--- src/rtl/mult_pkg.sv ---
// Shared types and defaults for slice_mux_seq: FSM state enum, default
// widths and the select-width helper.
package mult_pkg;

  localparam int W_DEF = 4;
  localparam int N_DEF = 2;

  typedef enum logic {
    IDLE   = 1'b0,
    STREAM = 1'b1
  } state_t;

  // Select fields are never narrower than one bit, even for N = 2.
  function automatic int sel_width(input int n);
    return (n > 2) ? $clog2(n) : 1;
  endfunction

endpackage

--- src/rtl/slice_mux_seq_if.sv ---
// Handshake bundle for slice_mux_seq: input request side and output stream
// side, with master (driver) and slave (DUT) modports.
interface slice_mux_seq_if #(
  parameter int W = mult_pkg::W_DEF,
  parameter int N = mult_pkg::N_DEF
);

  localparam int SELW = mult_pkg::sel_width(N);

  logic [N*W-1:0]  in_data;
  logic [SELW-1:0] sel;
  logic            start;
  logic            in_valid;
  logic            in_ready;
  logic [W-1:0]    out_data;
  logic [SELW-1:0] out_idx;
  logic            out_last;
  logic            out_valid;
  logic            out_ready;
  logic            busy;

  modport master (
    output in_data, sel, start, in_valid, out_ready,
    input  in_ready, out_data, out_idx, out_last, out_valid, busy
  );

  modport slave (
    input  in_data, sel, start, in_valid, out_ready,
    output in_ready, out_data, out_idx, out_last, out_valid, busy
  );

endinterface

--- src/rtl/slice_sel.sv ---
// Combinational slice extractor: returns slice i_idx of i_data, or zero when
// the index is beyond the last slice.
module slice_sel #(
  parameter int W    = 4,
  parameter int N    = 2,
  parameter int SELW = 1
) (
  input  logic [N*W-1:0]  i_data,
  input  logic [SELW-1:0] i_idx,
  output logic [W-1:0]    o_slice
);

  always_comb begin
    o_slice = '0;
    for (int k = 0; k < N; k++) begin
      if (i_idx == SELW'(k)) o_slice = i_data[k*W +: W];
    end
  end

endmodule

--- src/rtl/slice_mux_seq.sv ---
// Registered slice multiplexer with optional auto-streaming of all slices.
// Define SLICE_MUX_SEQ_AUTO_EN to build the STREAM state, holding register and counter.
module slice_mux_seq
  import mult_pkg::*;
#(
  parameter int W = W_DEF,
  parameter int N = N_DEF
) (
  input logic            clk,
  input logic            rst_n,
  slice_mux_seq_if.slave bus
);

  localparam int SELW = sel_width(N);

  logic [SELW-1:0] w_idx;
  logic [N*W-1:0]  w_src;
  logic [W-1:0]    w_slice;
  logic            w_in_ready;
  logic            w_in_xfer;
  logic            w_out_xfer;

  logic [W-1:0]    r_out_data;
  logic [SELW-1:0] r_out_idx;
  logic            r_out_last;
  logic            r_out_valid;

  slice_sel #(.W(W), .N(N), .SELW(SELW)) u_slice_sel (
    .i_data  (w_src),
    .i_idx   (w_idx),
    .o_slice (w_slice)
  );

  assign w_in_xfer  = bus.in_valid & w_in_ready;
  assign w_out_xfer = r_out_valid & bus.out_ready;

  assign bus.in_ready  = w_in_ready;
  assign bus.out_data  = r_out_data;
  assign bus.out_idx   = r_out_idx;
  assign bus.out_last  = r_out_last;
  assign bus.out_valid = r_out_valid;

`ifdef SLICE_MUX_SEQ_AUTO_EN

  state_t          r_state;
  logic [N*W-1:0]  r_hold;
  logic [SELW-1:0] r_cnt;
  logic            r_busy;

  // While streaming, the extractor looks one slice ahead so a transfer can
  // load the next slice without a bubble.
  assign w_in_ready = (r_state == IDLE) & (!r_out_valid | bus.out_ready);
  assign w_src      = (r_state == STREAM) ? r_hold : bus.in_data;
  assign w_idx      = (r_state == STREAM)            ? r_cnt + SELW'(1) :
                      (w_in_xfer && bus.start)       ? '0 : bus.sel;
  assign bus.busy   = r_busy;

  always_ff @(posedge clk or negedge rst_n) begin
    if (!rst_n) begin
      r_state     <= IDLE;
      r_hold      <= '0;
      r_cnt       <= '0;
      r_busy      <= 1'b0;
      r_out_data  <= '0;
      r_out_idx   <= '0;
      r_out_last  <= 1'b0;
      r_out_valid <= 1'b0;
    end else begin
      case (r_state)
        IDLE: begin
          if (w_in_xfer) begin
            r_out_data  <= w_slice;
            r_out_idx   <= w_idx;
            r_out_valid <= 1'b1;
            r_out_last  <= !bus.start;
            if (bus.start) begin
              r_hold  <= bus.in_data;
              r_cnt   <= '0;
              r_busy  <= 1'b1;
              r_state <= STREAM;
            end
          end else if (w_out_xfer) begin
            r_out_valid <= 1'b0;
          end
        end
        STREAM: begin
          if (w_out_xfer) begin
            if (r_cnt == SELW'(N-1)) begin
              r_state     <= IDLE;
              r_busy      <= 1'b0;
              r_cnt       <= '0;
              r_out_valid <= 1'b0;
              r_out_last  <= 1'b0;
            end else begin
              r_cnt      <= w_idx;
              r_out_data <= w_slice;
              r_out_idx  <= w_idx;
              r_out_last <= (w_idx == SELW'(N-1));
            end
          end
        end
      endcase
    end
  end

`else

  assign w_in_ready = !r_out_valid | bus.out_ready;
  assign w_src      = bus.in_data;
  assign w_idx      = bus.sel;
  assign bus.busy   = 1'b0;

  always_ff @(posedge clk or negedge rst_n) begin
    if (!rst_n) begin
      r_out_data  <= '0;
      r_out_idx   <= '0;
      r_out_last  <= 1'b0;
      r_out_valid <= 1'b0;
    end else if (w_in_xfer) begin
      r_out_data  <= w_slice;
      r_out_idx   <= w_idx;
      r_out_last  <= 1'b1;
      r_out_valid <= 1'b1;
    end else if (w_out_xfer) begin
      r_out_valid <= 1'b0;
    end
  end

`endif

endmodule

--- src/flat_wrapper.sv ---
// flat-port wrapper written by rule: the top's interface ports become plain ports
module slice_mux_seq_flat import mult_pkg::*;
#(
  parameter int W = W_DEF,
  parameter int N = N_DEF
)
  (clk, rst_n, bus_in_data, bus_sel, bus_start, bus_in_valid, bus_out_ready, bus_in_ready, bus_out_data, bus_out_idx, bus_out_last, bus_out_valid, bus_busy);
  slice_mux_seq_if #(.W(W), .N(N)) bus_i ();
  input logic clk;
  input logic rst_n;
  input wire logic [$bits(bus_i.in_data)-1:0] bus_in_data;
  input wire logic [$bits(bus_i.sel)-1:0] bus_sel;
  input wire logic [$bits(bus_i.start)-1:0] bus_start;
  input wire logic [$bits(bus_i.in_valid)-1:0] bus_in_valid;
  input wire logic [$bits(bus_i.out_ready)-1:0] bus_out_ready;
  output wire logic [$bits(bus_i.in_ready)-1:0] bus_in_ready;
  output wire logic [$bits(bus_i.out_data)-1:0] bus_out_data;
  output wire logic [$bits(bus_i.out_idx)-1:0] bus_out_idx;
  output wire logic [$bits(bus_i.out_last)-1:0] bus_out_last;
  output wire logic [$bits(bus_i.out_valid)-1:0] bus_out_valid;
  output wire logic [$bits(bus_i.busy)-1:0] bus_busy;
  assign bus_i.in_data = bus_in_data;
  assign bus_i.sel = bus_sel;
  assign bus_i.start = bus_start;
  assign bus_i.in_valid = bus_in_valid;
  assign bus_i.out_ready = bus_out_ready;
  assign bus_in_ready = bus_i.in_ready;
  assign bus_out_data = bus_i.out_data;
  assign bus_out_idx = bus_i.out_idx;
  assign bus_out_last = bus_i.out_last;
  assign bus_out_valid = bus_i.out_valid;
  assign bus_busy = bus_i.busy;
  slice_mux_seq #(.W(W), .N(N)) u_core (.clk(clk), .rst_n(rst_n), .bus(bus_i));
endmodule
--- config.mk ---
export PLATFORM = sky130hd
export DESIGN_NAME = slice_mux_seq_flat
export DESIGN_NICKNAME = d
export VERILOG_FILES = /design/src/rtl/mult_pkg.sv /design/src/rtl/slice_mux_seq_if.sv /design/src/rtl/slice_sel.sv /design/src/rtl/slice_mux_seq.sv /design/src/flat_wrapper.sv
export SDC_FILE = /design/constraint.sdc
export NUM_CORES = 1
export LEC_CHECK = 0
export BUFFER_PORTS_ARGS = -buffer_cell sky130_fd_sc_hd__buf_2
export CORE_AREA = 10 10 47 49
export DETAILED_ROUTE_END_ITERATION = 12
export DIE_AREA = 0 0 57 59
export GPL_ROUTABILITY_DRIVEN = 0
export HOLD_SLACK_MARGIN = 0.02
export PLACE_DENSITY = 0.62
export SLEW_MARGIN = 5
export SYNTH_ARGS = -nofsm -noshare
export SYNTH_HDL_FRONTEND = slang
export SYNTH_SLANG_ARGS = --single-unit
--- constraint.sdc ---
create_clock -name clk -period 1.35 [get_ports clk]
set_input_delay 0.0675 -clock clk [delete_from_list [all_inputs] [get_ports clk]]
set_output_delay 0.0675 -clock clk [all_outputs]
set_load 0.01 [all_outputs]
Word-level counts from Yosys, hierarchy flattened
Cells that the tools add are included.
{ "totals": {"ff_bits": 7, "word_cells": 12} }
{ "classes": {"n_mux": 3, "n_bitwise": 3, "n_reduce_logical": 2} }
{ "op_table": {"columns": ["operator", "count"], "rows": [
  ["$mux 4", 1],
  ["$and 1x1->1", 2],
  ["$mux 1", 2],
  ["$reduce_bool 2->1", 1],
  ["$logic_not 1->1", 1],
  ["$or 1x1->1", 1]
]} }

Depth between registers and ports, before layout
{ "depth": {"word_depth": 4, "mapped_depth": 4} }

Modules after synthesis
From an unflattened synthesis, not the netlist that was laid out.
{ "unflattened": {"hier_cells": 22, "hier_area_um2": 345.3} }
{ "modules_own_cells": {"columns": ["mod", "n_inst", "cells_each", "area_per_inst_um2", "seq_area_each_um2"], "rows": [
  ["slice_mux_seq", 1, 18, 300.3, 175.2],
  ["slice_sel", 1, 4, 45.0, 0.0]
]} }

Worst setup path before layout
Ideal clock, no wire load.
{ "synth_path": {"kind": "register to register", "start": "register u_core.r_out_valid, in the netlist u_core.bus.out_valid", "end": "register u_core.r_out_idx, in the netlist u_core.bus.out_idx", "setup_ns": 0.125, "t_arrival_ns": 0.848, "required_ns": 1.225, "slack_ns": 0.377, "path_stages_with_launch": 4, "path_buffers": 0, "synth_period_minus_slack_ns": 0.973, "cell_sequence": "dfrtp_1 -> nand2b_4 -> nand2_4 -> mux2_4"} }
{ "synth_via": {"elab_chain_len": 3} }
{ "synth_lines": {"columns": ["item", "line", "rtl"], "rows": [
  ["start, declared", "slice_mux_seq.sv:26", "logic r_out_valid;"],
  ["start signal, assigned", "slice_mux_seq.sv:118", "r_out_valid <= 1'b0;"],
  ["start signal, assigned", "slice_mux_seq.sv:123", "r_out_valid <= 1'b1;"],
  ["start signal, assigned", "slice_mux_seq.sv:125", "r_out_valid <= 1'b0;"],
  ["$logic_not 1->1", "slice_mux_seq.sv:108", "assign w_in_ready = !r_out_valid | bus.out_ready;"],
  ["$or 1x1->1", "slice_mux_seq.sv:108", null],
  ["$and 1x1->1", "slice_mux_seq.sv:34", "assign w_in_xfer = bus.in_valid & w_in_ready;"],
  ["end signal, assigned", "slice_mux_seq.sv:121", "r_out_idx <= w_idx;"],
  ["end, declared", "slice_mux_seq.sv:24", "logic [SELW-1:0] r_out_idx;"]
]} }
No other way between the ends.
A chain may end at the register's enable or synchronous reset.

Worst setup path after layout
Same ends and word-level chain as after synthesis.

==> flow_summary.toml <==
[status]
status = "finished, final reports clean"

[logic_synthesis]
async_reset_ff_frac = 1.00
synth_edf_count = 0
ys_ff_latch = 7
synth_nets = 43
synth_xor_area_frac = 0
syn_area_um2 = 352
synth_area_per_cell_um2 = 12.1
synth.mux.area_fraction = 0.157
netlist_instances = 29
synth_top_family_by_area = "multiplexers"
yosysWarnings = 0
yosys.area_share.adder = 0
synthSimpleGateAreaFrac = 0.107
ys_seq_area_frac = 0.498
post-synth-top-area-cell = "dfrtp_1"
synth_common_cells = "7 x dfrtp_1, 4 x a21oi_1, 4 x a31oi_1, 4 x mux2i_1"
synth_top_area_share = 0.498
yosysMostFrequentCell = "dfrtp_1"
synth_compound_area_frac = 0.128
synth_flop_cell = "dfrtp_1"
synthTopCellsByArea = "dfrtp_1 50%, mux2i_1 11%, a31oi_1 7.1%"
synth.distinct_cells = 12

[cells_and_area]
multi_input_area_um2 = 141
area_growth_pct = 34.5
drive_gt1_frac = 0.520
diodes = 0
final_area_um2 = 473
fill_cells = 163
final_cells = 66
seq_area_um2 = 175
fin_nets = 65
final_util = 0.338

[sta]
hold_viol = 0
rsz0062_at_grt = "false"
clock_skew_ps = 0.950
report.final.slew_viol_count = 0
setup_viol = 0
finalSetupTns_ps = 0
fin_ws_ps = 329
fmax_mhz = 979
min_period_ps = 1020
finalCritPeriodShare = 0.756
fin_hold_ws_ps = 141

[global_routing]
grt_overflow_total = 0
grt_max_degree = 12
grt_pass1_vias = 345
grt_usage = 0.0596
antenna_found_initial = 0
grt_pass1_wl_um = 1570

[placement]
place_inst = 61
numPortBuffers = 20
place_area_um2 = 437
post-place-ws_ps = 326

[floorplanning]
die_h_um = 59
die_w_um = 57
start_util = 0.251
row_count = 14
num_io_pins = 23
core_um2 = 1400
fp.dieArea_um2 = 3360

[worst_setup_path]
worst-path-buf-inv = 0
crit_chain = "nand2b_4, nand2_4, mux2_4"
crit_path_top_delay_cell = "dfrtp_1"
cp_slowest_stage_delay_ps = 400
crit_required_ps = 1480
crit_fanout = 11
critical_path_class = "flip-flop to flip-flop"
crit_family = "flip-flops"
cp.arrival_ps = 1150
cp-start-kind = "flip-flop"
end_kind = "flip-flop"

[clocking]
path_clk_slew_ps = 50
ctsResizeCount = 0
post_cts_buffers = 0
cts_tree = "built"
cts_root_buffer = "clkbuf_4"
holdBufCountCts = 1
cts_buffer_depth = 2
clk-insertion-delay-late_ps = 240
cts_made_buffers = 3
cts-htree-levels = 1
clkSinkCount = 7

[pwr]
power.density_nw_per_um2 = 1170
p_leak_nw = 0.235
ir_drop_uv = 351
power_mw = 0.552

[worst_hold_path]
hp-class = "input port to flip-flop"

[drt]
via_per_inst = 4.24
vias = 280
dr.pass1.iters = 4
antenna_left = 0
drt_wl_total_um = 869
drc = 0
first_iter_violations = 11
wl_per_cell_um = 13.2

[run]
max-cap-violations = 0
-- cell type report --
cell class                 count  share of cell area
clock buffer                   4              0.0556
sequential                     7               0.370
tap                           16              0.0423
multi-input combinational     18               0.299
timing repair buffer          21               0.233
-- power breakdown --
part           leakage, nW  internal, mW  switching, mW
logic                0.145        0.0583         0.0605
clock network       0.0150         0.113         0.0728
registers           0.0753         0.234         0.0136
total                0.235         0.405          0.147
-- worst register-to-register path, delay by kind of cell, from the launching register on --
kind	cells	cell delay (ps)
AND/OR/NAND/NOR	2	220
flip-flops	1	400
multiplexers	1	290
-- flip-flops by register name, indices dropped and copies added (netlist names) --
| name | flops |
|---|---|
| u_core.bus.out_data | 4 |
| u_core.bus.out_last | 1 |
| u_core.bus.out_idx | 1 |
| u_core.bus.out_valid | 1 |
-- worst paths after layout --
kind,from,end,slack [ps],depth (start not counted)
setup / recovery,u_core.bus.out_valid$_DFFE_PN0P_,u_core.bus.out_idx$_DFFE_PN0P_,330,3
hold / removal,bus_in_data[0],u_core.bus.out_data[0]$_DFFE_PN0P_,140,3
setup reg to reg,u_core.bus.out_valid$_DFFE_PN0P_,u_core.bus.out_idx$_DFFE_PN0P_,330,3
hold reg to reg,u_core.bus.out_last$_DFFE_PN0P_,u_core.bus.out_last$_DFFE_PN0P_,470,1
max in group asynchronous,rst_n,u_core.bus.out_data[0]$_DFFE_PN0P_,1020,2
min in group asynchronous,rst_n,u_core.bus.out_last$_DFFE_PN0P_,180,2
-- placed cells by master, fill, tap and decap left out --
cell type      synthesis  final
buf_2                  1     20
dfrtp_1                7      7
mux2i_1                4      4
a21oi_1                4      4
a31oi_1                4      4
clkbuf_4               0      3
nand2b_1               2      2
nand2b_4               1      1
nand2_4                1      1
mux2_4                 1      1
conb_1                 1      1
clkbuf_1               0      1
dlygate4sd3_1          0      1
-- cells by family (layout without fill, tap and decap cells) --
kind of cell / count (synthesis) / after routing
other cells: 1 / 1
simple gates: 4 / 4
mux: 5 / 5
compound gates: 8 / 8
buf+inv: 4 / 25
flops: 7 / 7
-- metal layers --
layer	global-route usage	share of wire
met5	0	0
met4	0.0604	0.031
met3	0.0279	0.094
met2	0.0760	0.42
met1	0.0690	0.45
Note: power is estimated with default switching activity, not from simulation.
